File: config.mk
export PLATFORM = sky130hd
export DESIGN_NAME = serial_master_port
export DESIGN_NICKNAME = d
export VERILOG_FILES = /design/src/rtl/serial_master_port.sv
export SDC_FILE = /design/constraint.sdc
export NUM_CORES = 1
export LEC_CHECK = 0
export ABC_AREA = 0
export CORE_MARGIN = 2
export CORE_UTILIZATION = 48
export DETAILED_ROUTE_END_ITERATION = 6
export PLACE_DENSITY = 0.75
export SLEW_MARGIN = 10
export SYNTH_ARGS = -nofsm -noshare
export SYNTH_HDL_FRONTEND = slang
export SYNTH_SLANG_ARGS = --single-unit
export TNS_END_PERCENT = 50
File: constraint.sdc
create_clock -name clk -period 1.81 [get_ports clk]
set_input_delay 0.2715 -clock clk [delete_from_list [all_inputs] [get_ports clk]]
set_output_delay 0.2715 -clock clk [all_outputs]
set_load 0.005 [all_outputs]
File: src/rtl/serial_master_port.sv
// Bus-master side of the serial system bus: serialises one address/data request
// MSB-first onto wr_bus and, for reads, deserialises the slave's reply from rd_bus.
module serial_master_port #(
  parameter int ADDR_WIDTH = 16,
  parameter int DATA_WIDTH = 8,
  parameter int TIMEOUT    = 64
) (
  input  logic                  clk,
  input  logic                  rstn,
  input  logic                  req_valid,
  output logic                  req_ready,
  input  logic                  req_mode,
  input  logic [ADDR_WIDTH-1:0] req_addr,
  input  logic [DATA_WIDTH-1:0] req_wdata,
  output logic                  rsp_valid,
  output logic                  rsp_err,
  output logic [DATA_WIDTH-1:0] rsp_rdata,
  output logic                  mode,
  output logic                  wr_bus,
  output logic                  master_valid,
  output logic                  master_ready,
  input  logic                  slave_ready,
  input  logic                  slave_valid,
  input  logic                  rd_bus
);

  localparam int SR_W  = ADDR_WIDTH + DATA_WIDTH;
  localparam int CNT_W = $clog2(SR_W + 1);
  localparam int TO_W  = (TIMEOUT > 0) ? $clog2(TIMEOUT + 1) : 1;

  typedef enum logic [2:0] {
    IDLE,
    ADDR,
    DATA,
    WAIT_RD,
    RECV,
    DONE
  } state_t;

  state_t                state_q, state_d;
  logic [SR_W-1:0]       sr_q, sr_d;
  logic [CNT_W-1:0]      bit_cnt_q, bit_cnt_d;
  logic [TO_W-1:0]       to_cnt_q, to_cnt_d;
  logic                  mode_q, mode_d;
  logic                  err_q, err_d;
  logic [DATA_WIDTH-1:0] rdata_q, rdata_d;

  logic [CNT_W-1:0]      cnt_inc;
  logic [SR_W-1:0]       rx_shift;

  always_ff @(posedge clk) begin
    if (!rstn) begin
      state_q   <= IDLE;
      sr_q      <= '0;
      bit_cnt_q <= '0;
      to_cnt_q  <= '0;
      mode_q    <= 1'b0;
      err_q     <= 1'b0;
      rdata_q   <= '0;
    end else begin
      state_q   <= state_d;
      sr_q      <= sr_d;
      bit_cnt_q <= bit_cnt_d;
      to_cnt_q  <= to_cnt_d;
      mode_q    <= mode_d;
      err_q     <= err_d;
      rdata_q   <= rdata_d;
    end
  end

  // The outgoing shift register is empty once DATA finishes, so the reply is
  // shifted into its low end and the bit counter is reused for reply bits.
  assign cnt_inc  = bit_cnt_q + CNT_W'(1);
  assign rx_shift = {sr_q[SR_W-2:0], rd_bus};

  always_comb begin
    state_d      = state_q;
    sr_d         = sr_q;
    bit_cnt_d    = bit_cnt_q;
    to_cnt_d     = to_cnt_q;
    mode_d       = mode_q;
    err_d        = err_q;
    rdata_d      = rdata_q;
    req_ready    = 1'b0;
    master_valid = 1'b0;
    master_ready = 1'b0;
    rsp_valid    = 1'b0;

    case (state_q)
      IDLE: begin
        req_ready = 1'b1;
        if (req_valid) begin
          sr_d      = {req_addr, (req_mode ? req_wdata : {DATA_WIDTH{1'b0}})};
          mode_d    = req_mode;
          bit_cnt_d = '0;
          err_d     = 1'b0;
          rdata_d   = '0;
          state_d   = ADDR;
        end
      end

      ADDR, DATA: begin
        master_valid = 1'b1;
        // The very first address bit goes out without waiting on the slave.
        if ((state_q == ADDR && bit_cnt_q == '0) || slave_ready) begin
          sr_d      = {sr_q[SR_W-2:0], 1'b0};
          bit_cnt_d = cnt_inc;
          if (state_q == ADDR && cnt_inc == CNT_W'(ADDR_WIDTH)) begin
            state_d = DATA;
          end else if (state_q == DATA && cnt_inc == CNT_W'(SR_W)) begin
            bit_cnt_d = '0;
            to_cnt_d  = '0;
            state_d   = mode_q ? DONE : WAIT_RD;
          end
        end else begin
          err_d   = 1'b1;
          state_d = DONE;
        end
      end

      WAIT_RD, RECV: begin
        master_ready = 1'b1;
        if (slave_valid) begin
          sr_d      = rx_shift;
          bit_cnt_d = cnt_inc;
          if (cnt_inc == CNT_W'(DATA_WIDTH)) begin
            rdata_d = rx_shift[DATA_WIDTH-1:0];
            state_d = DONE;
          end else begin
            state_d = RECV;
          end
        end else if (state_q == RECV) begin
          err_d   = 1'b1;
          rdata_d = '0;
          state_d = DONE;
        end else begin
          // A reply bit arriving on the expiry cycle takes priority above.
          to_cnt_d = to_cnt_q + TO_W'(1);
          if (TIMEOUT != 0 && to_cnt_d == TO_W'(TIMEOUT)) begin
            err_d   = 1'b1;
            rdata_d = '0;
            state_d = DONE;
          end
        end
      end

      DONE: begin
        rsp_valid = 1'b1;
        state_d   = IDLE;
      end

      default: state_d = IDLE;
    endcase
  end

  assign mode      = mode_q & (state_q != IDLE);
  assign wr_bus    = master_valid & sr_q[SR_W-1];
  assign rsp_err   = err_q & (state_q == DONE);
  assign rsp_rdata = rdata_q;

endmodule

# After elaboration in Yosys (flattened, before gate mapping)
# Cells that the tools add are included.
# totals
inputBits	31
reg_bits	49
out_inout_bits	15
word_cells	94
# classes
bitwise_logic	3
addsub	2
n_eq_ne	21
reduce_logical	18
n_mux	43
# op_table
operator	count
two-way mux 24 bit	3
case mux 24 bit (3 select lines)	1
two-way mux 8 bit	6
two-way mux 7 bit	5
two-way mux 5 bit	5
two-way mux 3 bit	8
inequality test 2 bit (second input constant)	8
case mux 8 bit (2 select lines)	1
case mux 5 bit (3 select lines)	1
case mux 7 bit (2 select lines)	1
equality test 5 bit (second input constant)	2
two-way mux 1 bit	10
case mux 3 bit (3 select lines)	1
inequality test 4 bit (second input constant)	2
AND reduction 4 bit	2
adder 7 x 1 -> 7 bit (second input constant)	1
equality test 7 bit (second input constant)	1
equality test 3 x 2 -> 1 bit (second input constant)	2
equality test 3 bit (second input constant)	2
inequality test 3 bit (second input constant)	2
AND reduction 6 bit	1
nonzero test 3 bit	2
adder 5 x 1 -> 5 bit (second input constant)	1
equality test 5 x 4 -> 1 bit (second input constant)	1
other kinds (12)	18

# Logic depth before layout (Yosys ltp)
# Gate-level depths: netlist of the first run.
# logic_depth
depth_word	7
depth_mapped	8
ltp_nobuf	8

# Least setup slack after synthesis of the first run
# OpenSTA, ideal clock, no wires.
# synth_path
path_kind	reg2reg
from	register bit_cnt_q[0]
to	register to_cnt_q[1]
period_less_slack_ns	1.824
path_slack_ns	-0.014
setup_time_ns	0.115
t_required_ns	1.695
path_buffers	0
path_stages_with_launch	8
arrival_ns	1.710
cell_sequence	dfxtp_1 > ha_1 > nand3_2 > xor2_1 > a211oi_4 > a31o_2 > and3_1 > o21a_1
# synth_between
elab_chain_len	5
elab_cells_between_ends	12
classes_between	add/sub: 1; eq/ne: 5; reduce/logical: 6
# synth_rtl
item	line_no	rtl
from (decl)	42	logic [CNT_W-1:0] bit_cnt_q, bit_cnt_d;
from (signal assigned)	63	bit_cnt_q <= bit_cnt_d;
adder 5 x 1 -> 5 bit / logical NOT 5 bit (equally long branches)	73, 105	
equality test 5 bit (tied with other cells)	110	end else if (state_q == DATA && cnt_inc == CNT_W'(SR_W)) begin
logical AND 1 bit (tied with other cells)	110	
inequality test 2 bit (no source line)	-	
AND reduction 6 bit (no source line) *	-	
to (signal assigned)	64	to_cnt_q <= to_cnt_d;
to (decl)	43	logic [TO_W-1:0] to_cnt_q, to_cnt_d;
# Every way passes the cells marked *; elsewhere a longest branch is shown, timed or not.
# A chain may end at the register's enable or synchronous reset.

# Worst setup path in the final report of the first run
# layout_path
from	register state_q[0]
to	register sr_q[0]
# layout_between
elab_chain_len	5
elab_cells_between_ends	15
classes_between	eq/ne: 7; mux: 1; reduce/logical: 7
# layout_rtl
item	line_no	rtl
from (decl)	40	state_t state_q, state_d;
from (signal assigned)	61	state_q <= state_d;
equality test 3 x 1 -> 1 bit	89, 105	
logical AND 1 bit	105	if ((state_q == ADDR && bit_cnt_q == '0) || slave_ready) begin
logical OR 1 bit	105	
inequality test 2 bit (no source line)	-	
AND reduction 4 bit (no source line)	-	
to (signal assigned)	62	sr_q <= sr_d;
to (decl)	41	logic [SR_W-1:0] sr_q, sr_d;
# Parallel ways exist; a longest one is shown, timed or not.

==> results of run 1 <==
registers in the layout, summed over array words and instances, names as in the netlist:
name / cells
sr_q: 24
rsp_rdata: 8
to_cnt_q: 7
bit_cnt_q: 5
state_q: 3
err_q: 1
mode_q: 1
Yosys cell counts (2+ instances only):
library cell,n
nor2_1,11
o22ai_1,3
a21boi_0,5
nand3_1,42
inv_1,7
and2b_2,2
clkbuf_1,12
a41oi_2,2
xnor2_1,3
o21ai_0,10
clkbuf_8,3
nor3_1,2
nor2b_1,2
a21boi_1,2
and3_1,5
nand2_1,72
xor2_1,2
nor2_4,2
a31oi_1,5
buf_2,4
mux2i_1,9
or2_2,2
dfxtp_1,49
and2_0,2
ha_1,4
o21a_1,2
a21oi_1,8
o211a_1,25
and2_1,3
nand3b_1,2
metal layers:
layer  share of wire, %  global-route usage [%]  vias up
met3                5.7                    4.07       13
met5                  0                       0        -
met1                 42                    29.1     1328
li1                   -                       -     1347
met2                 50                    40.8       95
met4                1.9                    9.48        0
worst reg2reg max path: stages (launching register included):
cell	delay (ps)
dfxtp_4	380
buf_6	130
nand3b_1	110
a21boi_4	230
inv_2	70
buf_6	130
nor2_4	280
buf_6	160
a32oi_2	90
nand2_1	110
o211a_1	150
worst min-delay path by stage:
stage / from / to / slack [ps]
CTS: rsp_rdata[6] / rsp_rdata[6] / 470
global route: rsp_rdata[7] / rsp_rdata[7] / 490
floorplan: rd_bus / rsp_rdata[0] / 410
global placement: rsp_rdata[1] / rsp_rdata[1] / 450
detailed placement: rsp_rdata[0] / rsp_rdata[0] / 450
finish: rsp_rdata[7] / rsp_rdata[7] / 470
power by group through the flow:
stage               combinational [mW]  sequential [mW]  clock (mW)
floorplan                         1.71             1.58           0
global placement                  2.61             1.62           0
detailed placement                2.66             1.63           0
CTS                               2.94             1.61       0.702
global route                      3.52             1.67       0.739
finish                            3.21             1.64       0.687
cell type report:
type,count,area [sq um],area share (%)
Tap cell,72,90.1,2.28
Sequential cell,49,1000,25.3
Clock inverter,3,25.0,0.635
Timing Repair Buffer,103,947,24.0
Clock buffer,5,68.8,1.74
Multi-Input combinational cell,253,1780,45.2
Inverter,8,30.0,0.761
what timing repair did:
action / 4_1_cts / 5_1_grt
pin swaps: 7 / 17
setup endpoints to repair: 52 / 49
gates cloned: 1 / 0
buffers inserted: 8 / 8
resized for setup: 38 / 39
cell families after synthesis:
group	count (synthesis)	synth area share, %
AO/OA/AOI/OAI	75	22.7
XOR/XNOR	5	1.61
adder cells (fa/ha/maj)	4	1.83
buffers and inverters	29	5.55
flip-flops	49	35.9
multiplexers	9	3.30
AND/OR/NAND/NOR	160	29.1
through the flow:
step | power [mW] | setup TNS (ps) | cells | util (%)
4_1_cts | 5.26 | -572 | 486 | 68.8
2_1_floorplan | 3.29 | -2.06 | 331 | -
5_1_grt | 5.94 | -3660 | 493 | 71.6
3_5_place_dp | 4.29 | -4520 | 469 | 63.8
6_report | 5.54 | -772 | 493 | 71.6
3_3_place_gp | 4.23 | -2060 | 469 | 63.8
==> metrics, run 1 <==
status=complete, but fails checks; failing checks=negative setup slack; Min-Delay Path Depth=2; Syn Inst Count=331; Synth area leaders=dfxtp_1 36%, nand2_1 9.9%, o211a_1 9.2%; Post-synth EDFFs=0; CTS Hold Bufs=0; grt total ovfl=0; Via density=5.65; Buf/Inv on CP=4; Die Ht=around 80 um; RR Startpoint=state_q[0]; Slew @ Worst Pin=450 ps; Worst R2R Setup Slack=-70 ps; drt first-iter violations=281; Critical Path Stages=10; die area=6300 sq um; combinational share of power=between 50% and 60%; Place WS=-134 ps; net switching power=2.22 mW; Seq pwr share=29.6%; Final Wtd Congestion=0.856; final worst setup slack=-70.8 ps; Core Box Area=5510 sq um; Worst Setup SP=state_q[0]; Setup crit end=sr_q[0]; Clock transition at path regs=100 ps; Worst setup SP type=flip-flop; Routed WL=approximately 7700 um; via count=2783; crit end category=flip-flop; port bufs=45; num ports=46; number of antenna diodes=0; Hold Crit Class=flip-flop to flip-flop; MaxCap Viol Count=0; TritonCTS Sinks=49; htree depth=2; Pint=3.32 mW; crit-path cells=buf_6 -> nand3b_1 -> a21boi_4 -> inv_2 -> buf_6 -> nor2_4 -> buf_6 -> a32oi_2 -> nand2_1 -> o211a_1; Lkg Pwr=1.80 nW; syn nets=~370; Max Slew Vio Count=0; vias in the first global route=2681; Distinct cells, synth=59; Area Growth Syn to Fin=44.5%; antenna viol nets, final=0; Synth top area share=35.9%; WS Path Type=flip-flop to flip-flop; Avg WL per Cell=15.6 um; cells on worst reg2reg path=10; Hold Fails Final Rpt=0; sequential share of the synthesized area=35.9%; maximum buffer depth of the clock tree=2; maximum VDD drop=a little under 900 uV; Async S/R FF share, synth=0%; Slowest-stage cell, CP=dfxtp_4; dpl hpwl=4740 um; CTS Buf Count=5; Root Driver=clkbuf_8; unrepaired setup endpoints after global routing=true; Synth Flop Type=dfxtp_1; clock share of power=12.4%; All-Layer GR Usage=23.6%; most frequent CP cell=buf_6; PwrDens=1410 nW/um^2; largest fanout on the critical path=8; Starting Density=49.6%; CP peak stage delay=~380 ps; Hold WS=465 ps; clk_lat worst skew=320 ps; most common cell after layout, fill and taps aside=nand2_1; nets@finish=455; drt first pass iters=4; DRC viols=0; switch share=40.0%; final setup fails=29; Syn Area/Cell=8.24 sq um; clock skew=10.9 ps; die width=79.4 um; fraction of layout cells with a size suffix above 1=29.0%; Crit path max-delay family=simple AND/OR/NAND/NOR gates; Worst slew margin=69.9%; Rows=27; count of warnings emitted by yosys=0; Fmax achieved=0.532 GHz; Yosys reg bits=49; CP Data Arrival Time=2140 ps; CP required=2070 ps; largest net degree at the start of global routing=51; minimum clock period=1880 ps; post-layout instance area=3940 sq um; Synth Cell Area=2730 sq um; Post-DP Area=around 3500 sq um; initial antenna violation count=0; CTS tree=built; first-pass GRT wire length=11900 um; fillcell total=418; FF-to-FF End=sr_q[0]; crit share post-route=104%; area leader, netlist=dfxtp_1; most frequent cells in the layout=70 x nand2_1, 45 x buf_4, 40 x nand3_1, 40 x dfxtp_1, 38 x clkdlybuf4s50_1
Power figures use the tool's default switching activity.
==> run 2: changes to the inputs <==
--- a/config.mk
+++ b/config.mk
@@ -10,6 +10,7 @@
 export CORE_UTILIZATION = 48
 export DETAILED_ROUTE_END_ITERATION = 6
 export PLACE_DENSITY = 0.75
+export SETUP_SLACK_MARGIN = 0.5
 export SLEW_MARGIN = 10
 export SYNTH_ARGS = -nofsm -noshare
 export SYNTH_HDL_FRONTEND = slang
==> metrics, run 2 (synthesis gave the netlist of run 1 again) <==
largest fanout on the critical path=6 (-2); most frequent cells in the layout=65 x nand2_1, 53 x buf_4, 35 x nand3_1; num ports=46 (unchanged); grt total ovfl=0 (unchanged); die width=79.4 um (unchanged); Starting Density=49.6% (unchanged); Area Growth Syn to Fin=57.3%; failing checks=negative setup slack; maximum buffer depth of the clock tree=2 (unchanged); CP Data Arrival Time=2090 ps (-50 ps); htree depth=2 (unchanged); WS Path Type=flip-flop to flip-flop; nets@finish=471 (+3.5%); dpl hpwl=4670 um (-1.3%); CTS Buf Count=5 (unchanged); final worst setup slack=-24.1 ps (+46.7 ps); Setup TNS Final=-151 ps (+621 ps); Max Slew Vio Count=0 (unchanged); TritonCTS Sinks=49 (unchanged); Fmax achieved=0.545 GHz (+2.5%); Avg WL per Cell=17.6 um (+13%); vias in the first global route=2583 (-3.7%); switch share=39.8% (-0.21 points); maximum VDD drop=1240 uV (+40%); Via density=5.84 (+3.5%); CTS Hold Bufs=0 (unchanged); net switching power=2.58 mW (+16%); CTS tree=built; Register Area=1010 sq um (+1.3%); Clock transition at path regs=100 ps (about the same); port bufs=45 (unchanged); combinational share of power=64.1% (+6.1 points); Top reg by flops=sr_q; post-layout instance area=4290 sq um (+8.9%); final core occ=78.0% (+6.3 points); initial antenna violation count=0 (unchanged); antenna viol nets, final=0 (unchanged); first-pass GRT wire length=12300 um (+4.0%); die area=6300 sq um (unchanged); Routed WL=8960 um (+17%); drt first pass iters=5 (+1); Slew @ Worst Pin=410 ps (-40.2 ps); Final Wtd Congestion=0.906 (+5.8%); Place WS=-97.4 ps (+36.7 ps); via count=2974 (+6.9%); fillcell total=364 (-13%); crit share post-route=101% (-2.6 points); Worst slew margin=72.6% (+2.7 points); crit end category=flip-flop; number of antenna diodes=0 (unchanged); unrepaired setup endpoints after global routing=true; drt first-iter violations=200 (-29%); most common cell after layout, fill and taps aside=nand2_1; fraction of layout cells with a size suffix above 1=37.8% (+8.8 points); Hold Fails Final Rpt=0 (unchanged); Pint=3.90 mW (+17%); Core Box Area=5510 sq um (unchanged); Seq pwr share=25.6% (-4.0 points); MaxCap Viol Count=0 (unchanged); clock skew=7.48 ps (-3.47 ps); All-Layer GR Usage=24.9% (+1.3 points); max reg flops=24 (unchanged); final setup fails=17 (-41%); largest net degree at the start of global routing=35 (-31%); Die Ht=79.4 um (unchanged); Rows=27 (unchanged); minimum clock period=1830 ps (-46.7 ps); clock share of power=10.3% (-2.1 points); DRC viols=0 (unchanged); Worst setup SP type=flip-flop; Root Driver=clkbuf_8; Hold Crit Class=flip-flop to flip-flop; footprint of the multi-input gates=1870 sq um (+4.8%); Post-DP Area=3580 sq um (+1.9%); Lkg Pwr=2.07 nW (+15%); PwrDens=1510 nW/um^2 (+7.4%); status=complete, but fails checks; clk_lat worst skew=310 ps (about the same); CP required=2070 ps (about the same)
## run 2: cell count changes in the layout (fill, tap and decap cells not counted), moves of 6 or more
cell             change
buf_4                +8
clkdlybuf4s50_1      -6
dfxtp_1              -6
dlymetal6s2s_1       +6
## run 2: power by group through the flow
stage / clock (mW) / sequential, mW / combinational, mW
finish: 0.664 / 1.66 / 4.15
global route: 0.719 / 1.69 / 4.40
CTS: 0.683 / 1.63 / 3.27
detailed placement: 0 / 1.64 / 2.72
global placement: 0 / 1.63 / 2.66
floorplan: 0 / 1.58 / 1.79
## run 2: worst paths after layout
kind	startpoint	endpoint	slack, ps	cells past startpoint
max	state_q[0]	sr_q[2]	-20	10
min	rsp_rdata[6]	rsp_rdata[6]	460	2
min reg2reg	rsp_rdata[6]	rsp_rdata[6]	460	2
max reg2reg	state_q[0]	sr_q[2]	-20	10
## run 2: cell type report
cell class / count / area share [%]
clock buffers: 5 / 1.60
clock inverters: 3 / 0.466
inverters: 8 / 0.845
multi-input cells: 253 / 43.5
flip-flops and latches: 49 / 23.6
well taps: 72 / 2.10
repair buffers: 119 / 27.9
## run 2: stage by stage
stage | hold slack, ps | cells | total power, mW
after floorplan | 414 | 331 | 3.38
after global placement | 444 | 473 | 4.29
after detailed placement | 456 | 473 | 4.36
after CTS | 469 | 499 | 5.58
after global routing | 483 | 509 | 6.81
final | 460 | 509 | 6.48
## run 2: timing repair
item                                    4_1_cts  5_1_grt
endpoints found under the setup margin       64       64
buffers inserted                             17        5
pin swaps                                    21       25
gates resized for setup                      74       48
cloned                                        1        5
## run 2: worst max-delay path, stage by stage (launching register included)
cell	delay, ps
dfxtp_4	380
buf_6	130
xnor2_4	180
nor2_2	60
buf_6	120
buf_6	110
nor2_4	270
buf_12	150
nand3_1	90
nand3_1	130
o211a_1	150
## run 2: per-layer routing
metal	part of all wire, %	GRT usage (%)	up-vias
met5	0	0	-
met4	2.8	7.59	0
met3	4.9	3.51	35
met2	52	44.8	123
met1	40	30.6	1433
li1	-	-	1383
==> run 3: changes to the inputs <==
--- a/config.mk
+++ b/config.mk
@@ -7,9 +7,9 @@
 export LEC_CHECK = 0
 export ABC_AREA = 0
 export CORE_MARGIN = 2
-export CORE_UTILIZATION = 48
+export CORE_UTILIZATION = 30
 export DETAILED_ROUTE_END_ITERATION = 6
-export PLACE_DENSITY = 0.75
+export PLACE_DENSITY = 0.51
 export SETUP_SLACK_MARGIN = 0.5
 export SLEW_MARGIN = 10
 export SYNTH_ARGS = -nofsm -noshare
==> metrics, run 3 (synthesis gave the netlist of run 1 again) <==
status=complete, but fails checks; failing checks=negative setup slack; Non-Filler Instances=551 (+8.3%); clk_lat worst skew=300 ps (about the same); largest net degree at the start of global routing=49 (+40%); Setup TNS Final=-5.16 ps (+145 ps); port bufs=45 (unchanged); TritonCTS Sinks=49 (unchanged); Via density=4.98 (-15%); final setup fails=2 (-15); via count=2745 (-7.7%); CP Data Arrival Time=2010 ps (-80 ps); htree depth=2 (unchanged); CTS Hold Bufs=0 (unchanged); clock share of power=12.7% (+2.4 points); MaxCap Viol Count=0 (unchanged); num ports=46 (unchanged); CP required=2010 ps (-60 ps); final core occ=49.9% (-28 points); vias in the first global route=2665 (+3.2%); Rows=34 (+26%); Worst slew margin=70.2% (-2.4 points); drt first pass iters=4 (-1); crit share post-route=100% (-1.2 points); initial antenna violation count=0 (unchanged); CP peak stage delay=410 ps (+30 ps); All-Layer GR Usage=15.1% (-9.8 points); switch share=37.8% (-2.0 points); most common cell after layout, fill and taps aside=nand2_1; WS Path Type=flip-flop to flip-flop; PwrDens=1430 nW/um^2 (-5.5%); number of antenna diodes=0 (unchanged); clock skew=7.64 ps (+0.160 ps); first-pass GRT wire length=12400 um (+0.78%); fraction of layout cells with a size suffix above 1=35.9% (-1.9 points); CTS Buf Count=5 (unchanged); drt first-iter violations=55 (-73%); dpl hpwl=5120 um (+9.6%); Total Power=6.23 mW (-3.8%); largest fanout on the critical path=6 (unchanged); Hold Fails Final Rpt=0 (unchanged); crit-path cells=buf_6 -> or3b_4 -> nor3_4 -> nand4_4 -> a21oi_4 -> o31ai_2 -> and3_1; Worst setup SP type=flip-flop; final worst setup slack=-2.77 ps (+21.3 ps); RR Startpoint=state_q[0]; max reg flops=24 (unchanged); grt total ovfl=0 (unchanged); worst hold start=rsp_rdata[0]; Slew @ Worst Pin=446 ps (+36.4 ps); Pint=3.87 mW (-0.59%); Hold Crit Class=flip-flop to flip-flop; Lkg Pwr=2.01 nW (-2.8%); unrepaired setup endpoints after global routing=true; DRC viols=0 (unchanged); CTS tree=built; Die Ht=99.4 um (+25%); net switching power=2.36 mW (-8.6%); Top reg by flops=sr_q; most frequent cells in the layout=71 x nand2_1, 61 x buf_4, 39 x nand3_1; placed insts=516 (+9.1%); die area=9880 sq um (+57%); Slowest-stage cell, CP=dfxtp_4; Fmax achieved=0.552 GHz (+1.2%); Worst Setup SP=state_q[0]; Final Wtd Congestion=0.793 (-12%); die width=99.4 um (+25%); antenna viol nets, final=0 (unchanged); minimum clock period=1810 ps (-21.3 ps); Hold WS=456 ps (-4.10 ps); Root Driver=clkbuf_8; Starting Density=31.1% (-18 points); crit end category=flip-flop; nets@finish=477 (+1.3%); maximum VDD drop=763 uV (-39%); fillcell total=851 (+130%); combinational share of power=60.8% (-3.3 points); Routed WL=7840 um (-12%); Area Growth Syn to Fin=60.2%; Avg WL per Cell=14.2 um (-19%); Clock transition at path regs=90 ps (about the same); maximum buffer depth of the clock tree=2 (unchanged); Seq pwr share=26.5% (+0.9 points); Max Slew Vio Count=0 (unchanged); Core Box Area=8760 sq um (+59%)
[run 3: metal layers]
metal	part of all wire (%)	wire, um	GRT usage, %
met1	47	3670	20.2
met2	50	3890	25.5
met4	0.68	53	3.48
met3	2.9	231	2.74
met5	0	0	0
[run 3: final timing paths]
path / to / slack (ps) / depth (start not counted)
max: state_q[2] / -3 / 7
min: rsp_rdata[0] / 460 / 2
max reg2reg: state_q[2] / -3 / 7
min reg2reg: rsp_rdata[0] / 460 / 2
[run 3: per-stage QoR]
step	cell area (sq um)	setup slack, ps
after CTS	4080	4.24
after detailed placement	3680	-137
after global routing	4370	-79.1
after floorplan	2790	71.2
final	4370	-2.77
after global placement	3680	-147
[run 3: layout make-up]
cell class                 count  area, sq um  area share, %
timing repair buffer         125         1190           27.3
multi-input combinational    253         1890           43.1
clock inverter                 2         38.8          0.887
sequential                    49         1010           23.1
tap                          108          135           3.09
clock buffer                   6         72.6           1.66
inverter                       8         35.0          0.802
[run 3: power by group through the flow]
| stage | Clock [mW] | Sequential [mW] | Combinational [mW] |
|---|---|---|---|
| after global routing | 0.865 | 1.69 | 4.13 |
| after detailed placement | 0 | 1.65 | 2.80 |
| after floorplan | 0 | 1.58 | 1.79 |
| after CTS | 0.823 | 1.64 | 3.26 |
| final | 0.794 | 1.65 | 3.79 |
| after global placement | 0 | 1.65 | 2.77 |
[run 3: critical path: cells and delay by family, from the launching register on]
family	cells	cell delay, ps
AOI/OAI and AO/OA	2	280
buffers and inverters	1	130
DFF	1	410
and+or+nand+nor	4	890
[run 3: what timing repair did]
item | 4_1_cts | 5_1_grt
hold endpoints to repair | 0 | 0
resized for setup | 63 | 54
pin swaps | 15 | 11
setup buffers | 19 | 4
endpoints found under the setup margin | 64 | 64
gates cloned | 0 | 4
==> edit 1 (flow settings as in run 2) <==
`TIMEOUT`: 64 -> 128.
--- a/src/rtl/serial_master_port.sv
+++ b/src/rtl/serial_master_port.sv
@@ -3,7 +3,7 @@
 module serial_master_port #(
   parameter int ADDR_WIDTH = 16,
   parameter int DATA_WIDTH = 8,
-  parameter int TIMEOUT    = 64
+  parameter int TIMEOUT    = 128
 ) (
   input  logic                  clk,
   input  logic                  rstn,
Behaviour: no difference found for any inputs over 10 cycles, from zero or initial values and one cycle with rstn low; that may be too few to reach the edited logic, so the function may still have changed.
==> edit 1 against run 2 <==
Setup slack lost 0.30 ns. Wire length grew 42%. Design area grew 13%. Die area rose by 2.2%. Total power grew 33%. Critical path depth did not move. Utilization rose by 8.9 points. Critical path type unchanged. Sequential cell count increased by 1. Clock power increased by 17%. Area after synthesis grew 2.3%. Synthesized cell count increased by 5.4%. The run still ends with setup timing left. Count of clock-buffer cells in the layout rose by 2. Critical endpoint is now sr_q[0]$_SDFFE_PN0P_.
==> edit 1: results (changes against run 2) <==
GRT Util Overall=31.04% (+6.2 points); Final Skew=0.008820 ns (+0.001344 ns); final wirelength=12690 um (+42%); DP Worst Slack=-0.2512 ns (-0.1539 ns); count of non-CTS inverters in the layout=12 (+4); Critical Path Sink=sr_q[0]$_SDFFE_PN0P_; CP delay by family, top=compound AO/OA/AOI/OAI gates; placed cell areas=3666 sq um (+2.4%); P_int=4914 uW (+26%); Placed Cells=484 (+2.3%); syn_nets=385 (+5.2%); M3 GR Usage=5.506% (+2.0 points); #FFs+latches synth=50 (+2.0%); vias in the first global route=3195 (+24%); post_cts resized=126 (+70%); hold_ws=0.4905 ns (+0.03065 ns); top post-synthesis cells by count=dfxtp_1, nand2_1, nor2_1; synth unique cells=49 (-17%); met2 wire length=6283 um (+34%); Mean Syn Cell Area=7.998 sq um (-3.0%); Clock-cell share=2.171% (+0.10 points); Signal buf overhead=29.39% (+1.5 points); nets@finish=504 (+7.0%); Non-CTS buffers=137 (+15%); violated checks=setup timing; min-delay src=rsp_rdata[4]$_SDFFE_PN0P_; final setup vio count=49 (+32); Peak VDD IR=0.001655 V (+33%); fraction of area in multi-input gates=44.04% (+0.53 points); met2 usage=56.17% (+11 points); routed length per instance=23.45 um (+33%); setup ws final=-0.3274 ns (-0.3033 ns); Via Count=3536 (+19%); Layout fillers=241 (-34%); slowest CP cell=dfxtp_4; clk_buf instances=7 (+2); status=finished with violations; setup bufs post-CTS=28 (+11); worst-margin pin slew=0.4854 ns (+0.07588 ns); length in cells of the worst reg-to-reg path=10 (unchanged); initial DRC count=365 (+83%); Pleak=0.001912 uW (-7.6%); grt met1 use=35.66% (+5.0 points); met3 WL=943 um (+110%); hpwl dp=4939 um (+5.7%); fraction of layout cells with a size suffix above 1=44.35% (+6.6 points); fin util=86.85% (+8.9 points); register area share after synthesis=35.86% (-0.088 points); Die W=80.26 um (+1.1%); hold endpoint=rsp_rdata[4]$_SDFFE_PN0P_; Final Wtd Congestion=0.8664 (-4.3%); reg-to-reg startpoint=bit_cnt_q[0]$_SDFFE_PN0P_; Worst Path Arrival=2.35 ns (+0.26 ns); first-pass GRT wire length=15370 um (+25%); sequential fraction of total cell area=21.19% (-2.4 points); met1 WL=4584 um (+29%); CP max stage delay=0.40 ns (+0.02 ns); largest net degree at the start of global routing=26 (-26%)
edit 1: cell types whose count changed after synthesis, moves of 17 or more:
cell / change
nand3_1: -27
nor2_1: +33
nand2_1: -24
o211a_1: -25
a211oi_1: +24
mux2i_1: +17
edit 1: kinds of logic after synthesis:
logic type	synth area share, %
buffers and inverters	6.095
AO/OA/AOI/OAI	20.89
multiplexers	9.323
AND/OR/NAND/NOR	23.40
XOR/XNOR	2.196
adder cells (fa/ha/maj)	2.241
flip-flops	35.86
edit 1: power by group through the flow:
| stage | registers (uW) | clock network (uW) | logic, uW |
|---|---|---|---|
| 5_1_grt | 1860 | 809 | 6150 |
| 3_5_place_dp | 1720 | 0 | 2740 |
| 3_3_place_gp | 1700 | 0 | 2680 |
| 4_1_cts | 1760 | 737 | 4580 |
| 2_1_floorplan | 1620 | 0 | 2000 |
| 6_report | 1850 | 775 | 5970 |
edit 1: worst min-delay path: stages, from the launching register on:
cell and delay, ns:
dfxtp_1 0.33, nand2_1 0.06, mux2i_1 0.06
==> edit 2 (flow settings as in run 2) <==
Made on the original files. The 6 states of `state_t` get a one-hot encoding in 6 bits.
--- a/src/rtl/serial_master_port.sv
+++ b/src/rtl/serial_master_port.sv
@@ -28,13 +28,13 @@
   localparam int CNT_W = $clog2(SR_W + 1);
   localparam int TO_W  = (TIMEOUT > 0) ? $clog2(TIMEOUT + 1) : 1;
 
-  typedef enum logic [2:0] {
-    IDLE,
-    ADDR,
-    DATA,
-    WAIT_RD,
-    RECV,
-    DONE
+  typedef enum logic [5:0] {
+    IDLE    = 6'b000001,
+    ADDR    = 6'b000010,
+    DATA    = 6'b000100,
+    WAIT_RD = 6'b001000,
+    RECV    = 6'b010000,
+    DONE    = 6'b100000
   } state_t;
 
   state_t                state_q, state_d;
Function: same outputs for any inputs over 10 cycles, from zero or initial values and one cycle with rstn low; not proved beyond that.
==> edit 2 against run 2 <==
The flow still finishes with violations (setup timing). Area after synthesis is 2.2% higher. Design area increased by 7.8%. Sequential cell count is 3 higher. Wire length is 12% higher. Setup slack got worse by 0.37 ns. Utilization increased by 5.1 points. Worst hold slack better by 0.034 ns. Synthesized cell count grew 1.2%. Highest routed layer unchanged.
Power is not compared: it rests on default switching activity, and its combinational part moved more than twofold at a synthesized area within 25%.
==> edit 2: results (changes against run 2) <==
setup bufs post-CTS=12 (-5); Largest Register=sr_q; hold_ws=0.4940 ns (+0.03421 ns); Hold Path Depth=2 (unchanged); kind of critical path=flop to flop; synth unique cells=60 (+1.7%); hold endpoint=rsp_rdata[5]$_SDFFE_PN0P_; drt first pass iters=6 (+1); largest net degree at the start of global routing=37 (+5.7%); Syn. warnings=0 (unchanged); met3 WL=713 um (+61%); syn_nets=370 (+1.1%); maximum level of the CTS H-tree=2 (unchanged); fraction of layout cells with a size suffix above 1=44.10% (+6.3 points); ant diodes=0 (unchanged); slew margin rel.=67.27% (-5.3 points); Final Skew=0.004718 ns (-0.002758 ns); Via Count=3212 (+8.0%); violated checks=setup timing; top post-synthesis cells by count=dfxtp_1, nor2_1, nand2_1; Post-Syn Instances=335 (+1.2%); reg-to-reg startpoint=state_q[5]$_SDFFE_PN0P_; M3 GR Usage=3.371% (-0.14 points); register area share after synthesis=37.31% (+1.4 points); worst reg2reg endpoint=sr_q[12]$_SDFFE_PN0P_; first-pass GRT wire length=13790 um (+12%); Placed Cells=496 (+4.9%); initial DRC count=305 (+53%); routed length per instance=19.26 um (+9.5%); final setup vio count=54 (+37); met2 usage=48.50% (+3.7 points); Final Wtd Congestion=0.8607 (-5.0%); met1 WL=3794 um (+6.6%); nets@finish=483 (+2.5%); grt met1 use=34.29% (+3.6 points); hpwl dp=5421 um (+16%); setup ws final=-0.3949 ns (-0.3708 ns); status=finished with violations; GRT Util Overall=27.26% (+2.4 points); length in cells of the worst reg-to-reg path=9 (-1); final non-filler cell total=521 (+2.4%); synth top area cells=dfxtp_1, mux2i_1, a211oi_1; min-delay src=rsp_rdata[5]$_SDFFE_PN0P_; post_cts resized=85 (+15%); crit path max fanout=11 (+5); top_reg_cell synth=dfxtp_1; vias in the first global route=2894 (+12%); slowest CP cell=or4_4; DP Worst Slack=-0.2908 ns (-0.1934 ns); placed cell areas=3919 sq um (+9.4%); CP max stage delay=0.57 ns (+0.19 ns); Layout fillers=301 (-17%); met2 wire length=5124 um (+9.1%); Worst Path Arrival=2.40 ns (+0.31 ns); setup_tns=-16.34 ns (-16.19 ns)
[edit 2: cell count changes after synthesis, sizes merged, moves of 10 or more]
cell / change
o211a: -24
nor3: +12
a211oi: +23
a21oi: +12
nand3: -26
nor2: +22
nand2b: +10
nand2: -40
[edit 2: layout make-up]
cell class / instances / area share [%]
Multi-Input combinational cell: 253 / 45.81
Clock buffer: 6 / 1.568
Timing Repair Buffer: 127 / 26.57
Sequential cell: 52 / 22.97
Tap cell: 72 / 1.946
Clock inverter: 2 / 0.3514
Inverter: 9 / 0.7838
[edit 2: logic make-up after synthesis]
logic type,count (synthesis),share of synthesized area (%)
AOI/OAI and AO/OA,85,21.34
xor gates and xnor gates,5,1.570
adders and majority gates,4,1.794
buffers and inverters,31,5.112
DFF,52,37.31
muxes,18,6.457
and+or+nand+nor,140,26.41
[edit 2: report_power, final]
part | switching [uW] | internal (uW) | leakage, uW
Combinational | 666 | 768 | 0.00124
Sequential | 149 | 1270 | 0.000429
Clock | 434 | 277 | 0.0000414
Total | 1250 | 2320 | 0.00172
